==> src/rtl/alu_arbiter.sv <==
// Round-robin arbiter sharing one combinational ALU between NUM_REQ requesters,
// with a one-entry response register. Optional grant lock: define ALU_ARB_LOCK_EN.

package alu_arbiter_pkg;
    typedef enum logic [3:0] {
        ALU_ADD  = 4'd0,
        ALU_SUB  = 4'd1,
        ALU_XOR  = 4'd2,
        ALU_OR   = 4'd3,
        ALU_AND  = 4'd4,
        ALU_SLL  = 4'd5,
        ALU_SRL  = 4'd6,
        ALU_SRA  = 4'd7,
        ALU_SLT  = 4'd8,
        ALU_SLTU = 4'd9
    } alu_opcode_e;
endpackage

module alu_arbiter
    import alu_arbiter_pkg::*;
#(
    parameter  int unsigned NUM_REQ = 2,
    parameter  int unsigned XLEN    = 32,
    localparam int unsigned ID_W    = $clog2(NUM_REQ)
) (
    input  logic                              clk,
    input  logic                              reset,
    input  logic [NUM_REQ-1:0]                req_valid_ip,
    output logic [NUM_REQ-1:0]                req_ready_op,
    input  alu_opcode_e [NUM_REQ-1:0]         req_operator_ip,
    input  logic [NUM_REQ-1:0][XLEN-1:0]      req_operand_a_ip,
    input  logic [NUM_REQ-1:0][XLEN-1:0]      req_operand_b_ip,
    input  logic [NUM_REQ-1:0]                req_lock_ip,
    output logic                              alu_enable_op,
    output alu_opcode_e                       alu_operator_op,
    output logic [XLEN-1:0]                   alu_operand_a_op,
    output logic [XLEN-1:0]                   alu_operand_b_op,
    input  logic [XLEN-1:0]                   alu_result_ip,
    input  logic                              alu_valid_ip,
    output logic                              rsp_valid_op,
    input  logic                              rsp_ready_ip,
    output logic [XLEN-1:0]                   rsp_result_op,
    output logic [ID_W-1:0]                   rsp_id_op,
    output logic                              rsp_error_op
);

    typedef enum logic {
        EMPTY = 1'b0,
        FULL  = 1'b1
    } rsp_state_e;

    rsp_state_e        state_q, state_d;
    logic [ID_W-1:0]   rr_ptr_q, rr_ptr_next;
    logic [ID_W-1:0]   grant_idx, hi_idx, lo_idx;
    logic              hi_found, lo_found, grant_valid;
    logic              can_issue, xfer;
    logic [NUM_REQ-1:0] lock_mask, eligible;

`ifdef ALU_ARB_LOCK_EN
    logic            lock_q;
    logic [ID_W-1:0] lock_owner_q;

    // While locked only the owner is eligible for a grant
    assign lock_mask = lock_q ? (NUM_REQ'(1) << lock_owner_q) : '1;

    always_ff @(posedge clk or posedge reset) begin
        if (reset) begin
            lock_q       <= 1'b0;
            lock_owner_q <= '0;
        end else if (xfer) begin
            lock_q       <= req_lock_ip[grant_idx];
            lock_owner_q <= grant_idx;
        end
    end
`else
    logic unused_lock;
    assign lock_mask   = '1;
    assign unused_lock = ^req_lock_ip;
`endif

    assign eligible = req_valid_ip & lock_mask;

    // Lowest eligible index at/above rr_ptr, else lowest eligible index overall
    always_comb begin
        hi_found = 1'b0;
        lo_found = 1'b0;
        hi_idx   = '0;
        lo_idx   = '0;
        for (int j = int'(NUM_REQ) - 1; j >= 0; j--) begin
            if (eligible[j]) begin
                lo_found = 1'b1;
                lo_idx   = ID_W'(j);
                if (ID_W'(j) >= rr_ptr_q) begin
                    hi_found = 1'b1;
                    hi_idx   = ID_W'(j);
                end
            end
        end
        grant_valid = lo_found;
        grant_idx   = hi_found ? hi_idx : lo_idx;
    end

    assign rr_ptr_next = (grant_idx == ID_W'(NUM_REQ - 1)) ? '0 : grant_idx + ID_W'(1);

    // Response FSM next state, grant handshake and ALU drive
    always_comb begin
        state_d          = state_q;
        req_ready_op     = '0;
        alu_enable_op    = 1'b0;
        alu_operator_op  = ALU_ADD;
        alu_operand_a_op = '0;
        alu_operand_b_op = '0;
        can_issue        = (state_q == EMPTY) || rsp_ready_ip;
        xfer             = can_issue && grant_valid;
        if (xfer) begin
            req_ready_op     = NUM_REQ'(1) << grant_idx;
            alu_enable_op    = 1'b1;
            alu_operator_op  = req_operator_ip[grant_idx];
            alu_operand_a_op = req_operand_a_ip[grant_idx];
            alu_operand_b_op = req_operand_b_ip[grant_idx];
            state_d          = FULL;
        end else if ((state_q == FULL) && rsp_ready_ip) begin
            state_d = EMPTY;
        end
    end

    always_ff @(posedge clk or posedge reset) begin
        if (reset) begin
            state_q       <= EMPTY;
            rr_ptr_q      <= '0;
            rsp_result_op <= '0;
            rsp_id_op     <= '0;
            rsp_error_op  <= 1'b0;
        end else begin
            state_q <= state_d;
            if (xfer) begin
                rr_ptr_q      <= rr_ptr_next;
                rsp_result_op <= alu_result_ip;
                rsp_id_op     <= grant_idx;
                rsp_error_op  <= ~alu_valid_ip;
            end
        end
    end

    assign rsp_valid_op = (state_q == FULL);

endmodule

==> config.mk <==
export PLATFORM = sky130hd
export DESIGN_NAME = alu_arbiter
export DESIGN_NICKNAME = d
export VERILOG_FILES = /design/src/rtl/alu_arbiter.sv
export SDC_FILE = /design/constraint.sdc
export NUM_CORES = 1
export LEC_CHECK = 0
export BUFFER_PORTS_ARGS = -buffer_cell sky130_fd_sc_hd__buf_2
export CAP_MARGIN = 30
export CORE_AREA = 2 2 110 112
export DETAILED_ROUTE_END_ITERATION = 8
export DIE_AREA = 0 0 112 114
export MAX_ROUTING_LAYER = met4
export SETUP_SLACK_MARGIN = 0.2
export SLEW_MARGIN = 10
export SYNTH_ARGS = -nofsm -noshare
export SYNTH_HDL_FRONTEND = slang
export SYNTH_SLANG_ARGS = --single-unit
==> constraint.sdc <==
create_clock -name clk -period 4.1 [get_ports clk]
set_clock_uncertainty 0.05 [all_clocks]
set_input_delay 0.41 -clock clk [delete_from_list [all_inputs] [get_ports clk]]
set_output_delay 0.41 -clock clk [all_outputs]
set_load 0.01 [all_outputs]
== Word level (Yosys, flattened, before mapping) ==
Cells that the tools add are included.

* Add/subtract/negate cells: 1
* $mul: 0
* Divide/modulo/power cells: 0
* Order comparisons: 3
* Equality and inequality tests: 0
* Shift-type cells: 1
* Mux-type cells: 24
* Bitwise gates (word level): 2
* Reduce and logical (&&, ||, !) cells: 4

{| class="wikitable"
|+ Operators with widths
! operator !! number
|-
| two-way mux 32 bit || 6
|-
| two-way mux 1 bit || 14
|-
| two-way mux 4 bit || 3
|-
| greater-or-equal comparator 1 bit (first input constant) || 2
|-
| logical AND 1 bit || 2
|-
| less-than comparator 1 x 2 -> 1 bit (second input constant) || 1
|-
| two-way mux 2 bit || 1
|-
| inverter 1 bit || 2
|-
| nonzero test 2 bit || 1
|-
| left shift 1 x 1 -> 2 bit (first input constant) || 1
|-
| adder 1 bit (second input constant) || 1
|-
| logical OR 1 bit || 1
|}

* Flip-flop bits (word level): 36
* Bits in latches: 0
* Memory bits (writable): 0
* Memory bits (read-only): 0
* Input port bits: 176
* Output and inout port bits: 106
* Word-level logic and storage cells: 40
* Memories: 0

== Depth between registers and ports, before layout ==
* Word-level depth: 9
* Depth in mapped cells: 6
* Mapped depth without buffers: 3

== Worst setup path before layout ==
No wires, ideal clock.

* Path kind: input port to output port
* From: in rsp_ready_ip
* To: out alu_operand_a_op[0]
* Arrival time: 1.260 ns
* Path slack: 2.380 ns
* Cell stages on the path: 6
* Buffers on the path: 3
* Path through: nand2b_4 > and3_4 > buf_6 > buf_6 > buf_6 > a22o_1

* Cells in the longest elaborated chain, start to end: 3

{| class="wikitable"
|+ RTL lines
! element !! RTL line !! RTL
|-
| from (decl) || 41 || <nowiki>input logic rsp_ready_ip,</nowiki>
|-
| logical OR 1 bit || 113 || <nowiki>can_issue = (state_q == EMPTY) || rsp_ready_ip;</nowiki>
|-
| logical AND 1 bit || 114 || <nowiki>xfer = can_issue && grant_valid;</nowiki>
|-
| two-way mux 32 bit || 115 || <nowiki>if (xfer) begin</nowiki>
|-
| to (decl) || 36 || <nowiki>output logic [XLEN-1:0] alu_operand_a_op,</nowiki>
|}

Every way passes these cells.

== Worst setup path in the final report ==
* From: reg state_q (netlist: rsp_valid_op)
* To: out alu_operand_b_op[28]

* Cells in the longest elaborated chain, start to end: 4

{| class="wikitable"
|+ RTL lines
! element !! RTL line !! RTL
|-
| from (decl) || 52 || <nowiki>rsp_state_e state_q, state_d;</nowiki>
|-
| from (signal assigned) || 135 || <nowiki>state_q <= state_d;</nowiki>
|-
| inverter 1 bit || 113 ||
|-
| logical OR 1 bit || 113 ||
|-
| logical AND 1 bit || 114 ||
|-
| two-way mux 32 bit || 115 ||
|-
| to (decl) || 37 || <nowiki>output logic [XLEN-1:0] alu_operand_b_op,</nowiki>
|}

Every way passes these cells.

==> results.yml <==
finish:
  post-route-util_pct: 32.27
  syn_to_final_growth_pct: 76.09
  drive_above_1_share_pct: 72.11
  nets: 616
critical_path:
  crit_type: "reg2out"
  critPathBufInv: 2
  cp-start-kind: "register"
  critPathTopFamily: "simple AND/OR/NAND/NOR gates"
  cp-end-kind: "primary output"
  cp.arrival_ns: 2.21
  cp_data_required_time_ns: 3.64
  crit_slowest_cell: "and3_2"
  cp_max_fo: 37
  critPathMaxStageDelay_ns: 0.59
  path_cells: "nand2b_4 -> and3_2 -> buf_4 -> a22o_1 -> buf_2"
timing:
  finalHoldViolCount: 0
  relSlewSlack_pct: 54.00
  setup_viol_count_final: 0
  rsz0062_at_grt: "false"
  fin_crit_ns: 2.671
  worst_pin_slew_ns: 0.6901
  tns_ns: 0
  slew_viol_final: 0
  period_share_pct: 65.15
  max_freq_mhz: 374.4
route:
  viasPerCell: 4.368
  wl_um: 8363
  dr.pass1.iters: 4
  remaining_drc_errors: 0
  wl_per_cell_um: 14.17
  dr.first_iter.drc_count: 108
  ant_nets: 0
  via_count: 2577
cts:
  clk_latency_ns: 0.27
  cts_made_buffers: 5
  path_clk_slew_ns: 0.05
  ctsResizeCount: 0
  h-tree-depth: 2
  cts.path.max_buffers: 2
  cts_root_buf: "clkbuf_16"
  cts_setup_buffers: 0
  clock-sinks: 36
  ctsHoldBuffers: 0
  cts_tree: "built"
die:
  io_pins: 282
  initial_core_util_pct: 18.32
  die_x_um: 112
  die_h_um: 114
  num_rows: 40
  core_area_sq_mm: 0.01171
  dieArea_sq_mm: 0.01277
power:
  ir_worst_vdd_mv: 0.2061
  p_leak_nw: 2.124
  power_density_mw_per_mm2: 345.9
global_route:
  grt_overflow_total: 0
  grt_pass1_wl_um: 12250
  grt_pass1_vias: 2479
  antenna_found_initial: 2
  grtUsageTotal_pct: 12.29
  grt_max_degree: 70
hold_path:
  hold_path_class: "in2async"
logic_synthesis:
  syn_inst: 170
  netlist_top_cells_area: "dfrtp_1, a22o_1, mux2_2"
  synth_top_cell_area_share_pct: 41.98
  synth.ff_latch_count: 36
  ys.warnings.count: 0
  synth_ff_type: "dfrtp_1"
  synth_edf_count: 0
  yosysSeqAreaShare_pct: 41.98
  synthesis.nets: 346
  yosys.area.top_type: "dfrtp_1"
  synth_area_sq_mm: 0.002146
  avgSynthCellArea_sq_um: 12.62
  post_synth_most_frequent_cells: "a22o_1, dfrtp_1, mux2_2"
  yosysMostFrequentCell: "a22o_1"
  synth.distinct_cells: 19
  async_flop_share_pct: 100.0
status:
  status: "finished clean"
placement:
  place_congestion: 0.8684
  hpwl_um: 6804
  port-buffer-count: 279
job:
  maxCapViolations: 0
## metal layers
metal / wire length (um) / global-route usage (%) / vias to the layer above
li1: - / - / 1213
met1: 3376 / 14.38 / 1205
met3: 757 / 2.922 / 11
met4: 123 / 4.878 / 0
met5: 0 / - / -
met2: 4104 / 20.53 / 148
## area by class of cell
cell class,instances,area [sq um]
Fill cell,1208,7933
Timing Repair Buffer,282,1439
Multi-Input combinational cell,114,1064
Sequential cell,36,900.9
Tap cell,147,183.9
Clock buffer,7,152.6
Clock inverter,1,30.03
Antenna cell,2,5.005
Inverter,1,3.754
## path summary, 6_finish.rpt
kind / startpoint / end / slack [ns] / cells past startpoint
worst max-delay path: rsp_valid_op / alu_operand_b_op[28] / 1.43 / 5
worst min-delay path: reset / rsp_result_op[15] / 0.18 / 3
worst max register to register: rsp_valid_op / rsp_result_op[4] / 2.34 / 4
worst min register to register: rsp_result_op[3] / rsp_result_op[3] / 0.43 / 1
max in group asynchronous: reset / rsp_result_op[30] / 3.51 / 3
min in group clk: alu_valid_ip / rsp_error_op / 0.27 / 2
## flip-flops by register name, summed over array words and instances (netlist names)
register and flops:
rsp_error_op 1, rr_ptr_q 1, rsp_result_op 32, rsp_id_op 1, rsp_valid_op 1
## worst reg2reg max path, stage by stage (launching register included)
cell     delay, ns
dfrtp_1       0.42
and2b_4       0.20
nor2_4        0.39
buf_16        0.23
mux2_2        0.36
## power by group
group	internal (mW)	switching, mW
Combinational	0.221	0.201
Clock	0.320	0.138
Sequential	0.405	0.0230
## stage by stage
stage               setup WS, ns  power [mW]  cell area, sq um  hold slack [ns]  cells
floorplan                  2.380      0.6610              2146           0.4431    170
global placement           1.637      0.8466              3563           0.4169    579
detailed placement         1.582      0.8552              3563           0.4192    579
CTS                        1.404       1.321              3746           0.1992    587
global route               1.281       1.386              3779           0.2490    590
finish                     1.429       1.307              3779           0.1824    590
## placed cells by master, fill, tap and decap left out
| cell | instances |
|---|---|
| o21ba_2 | 1 |
| dfrtp_1 | 36 |
| nand2b_1 | 2 |
| nor2_2 | 1 |
| bufinv_16 | 1 |
| o31ai_1 | 1 |
| nand2_1 | 2 |
| and3_4 | 1 |
| diode_2 | 2 |
| nor2_4 | 1 |
| clkbuf_8 | 2 |
| o21ai_0 | 2 |
| and3_2 | 1 |
| mux2_2 | 21 |
| inv_1 | 1 |
| and2b_4 | 1 |
| buf_2 | 279 |
| buf_4 | 2 |
| nand2b_4 | 1 |
| a22o_1 | 68 |
| buf_16 | 1 |
| mux2_1 | 11 |
| clkbuf_16 | 5 |
## logic make-up (layout without fill, tap and decap cells)
group,Yosys count,in the layout,synth area share [%]
compound gates,72,72,29.04
buf+inv,20,291,8.513
flops,36,36,41.98
mux,32,32,16.79
other cells,0,2,0
simple gates,10,10,3.674
(Power assumes the default switching activity.)
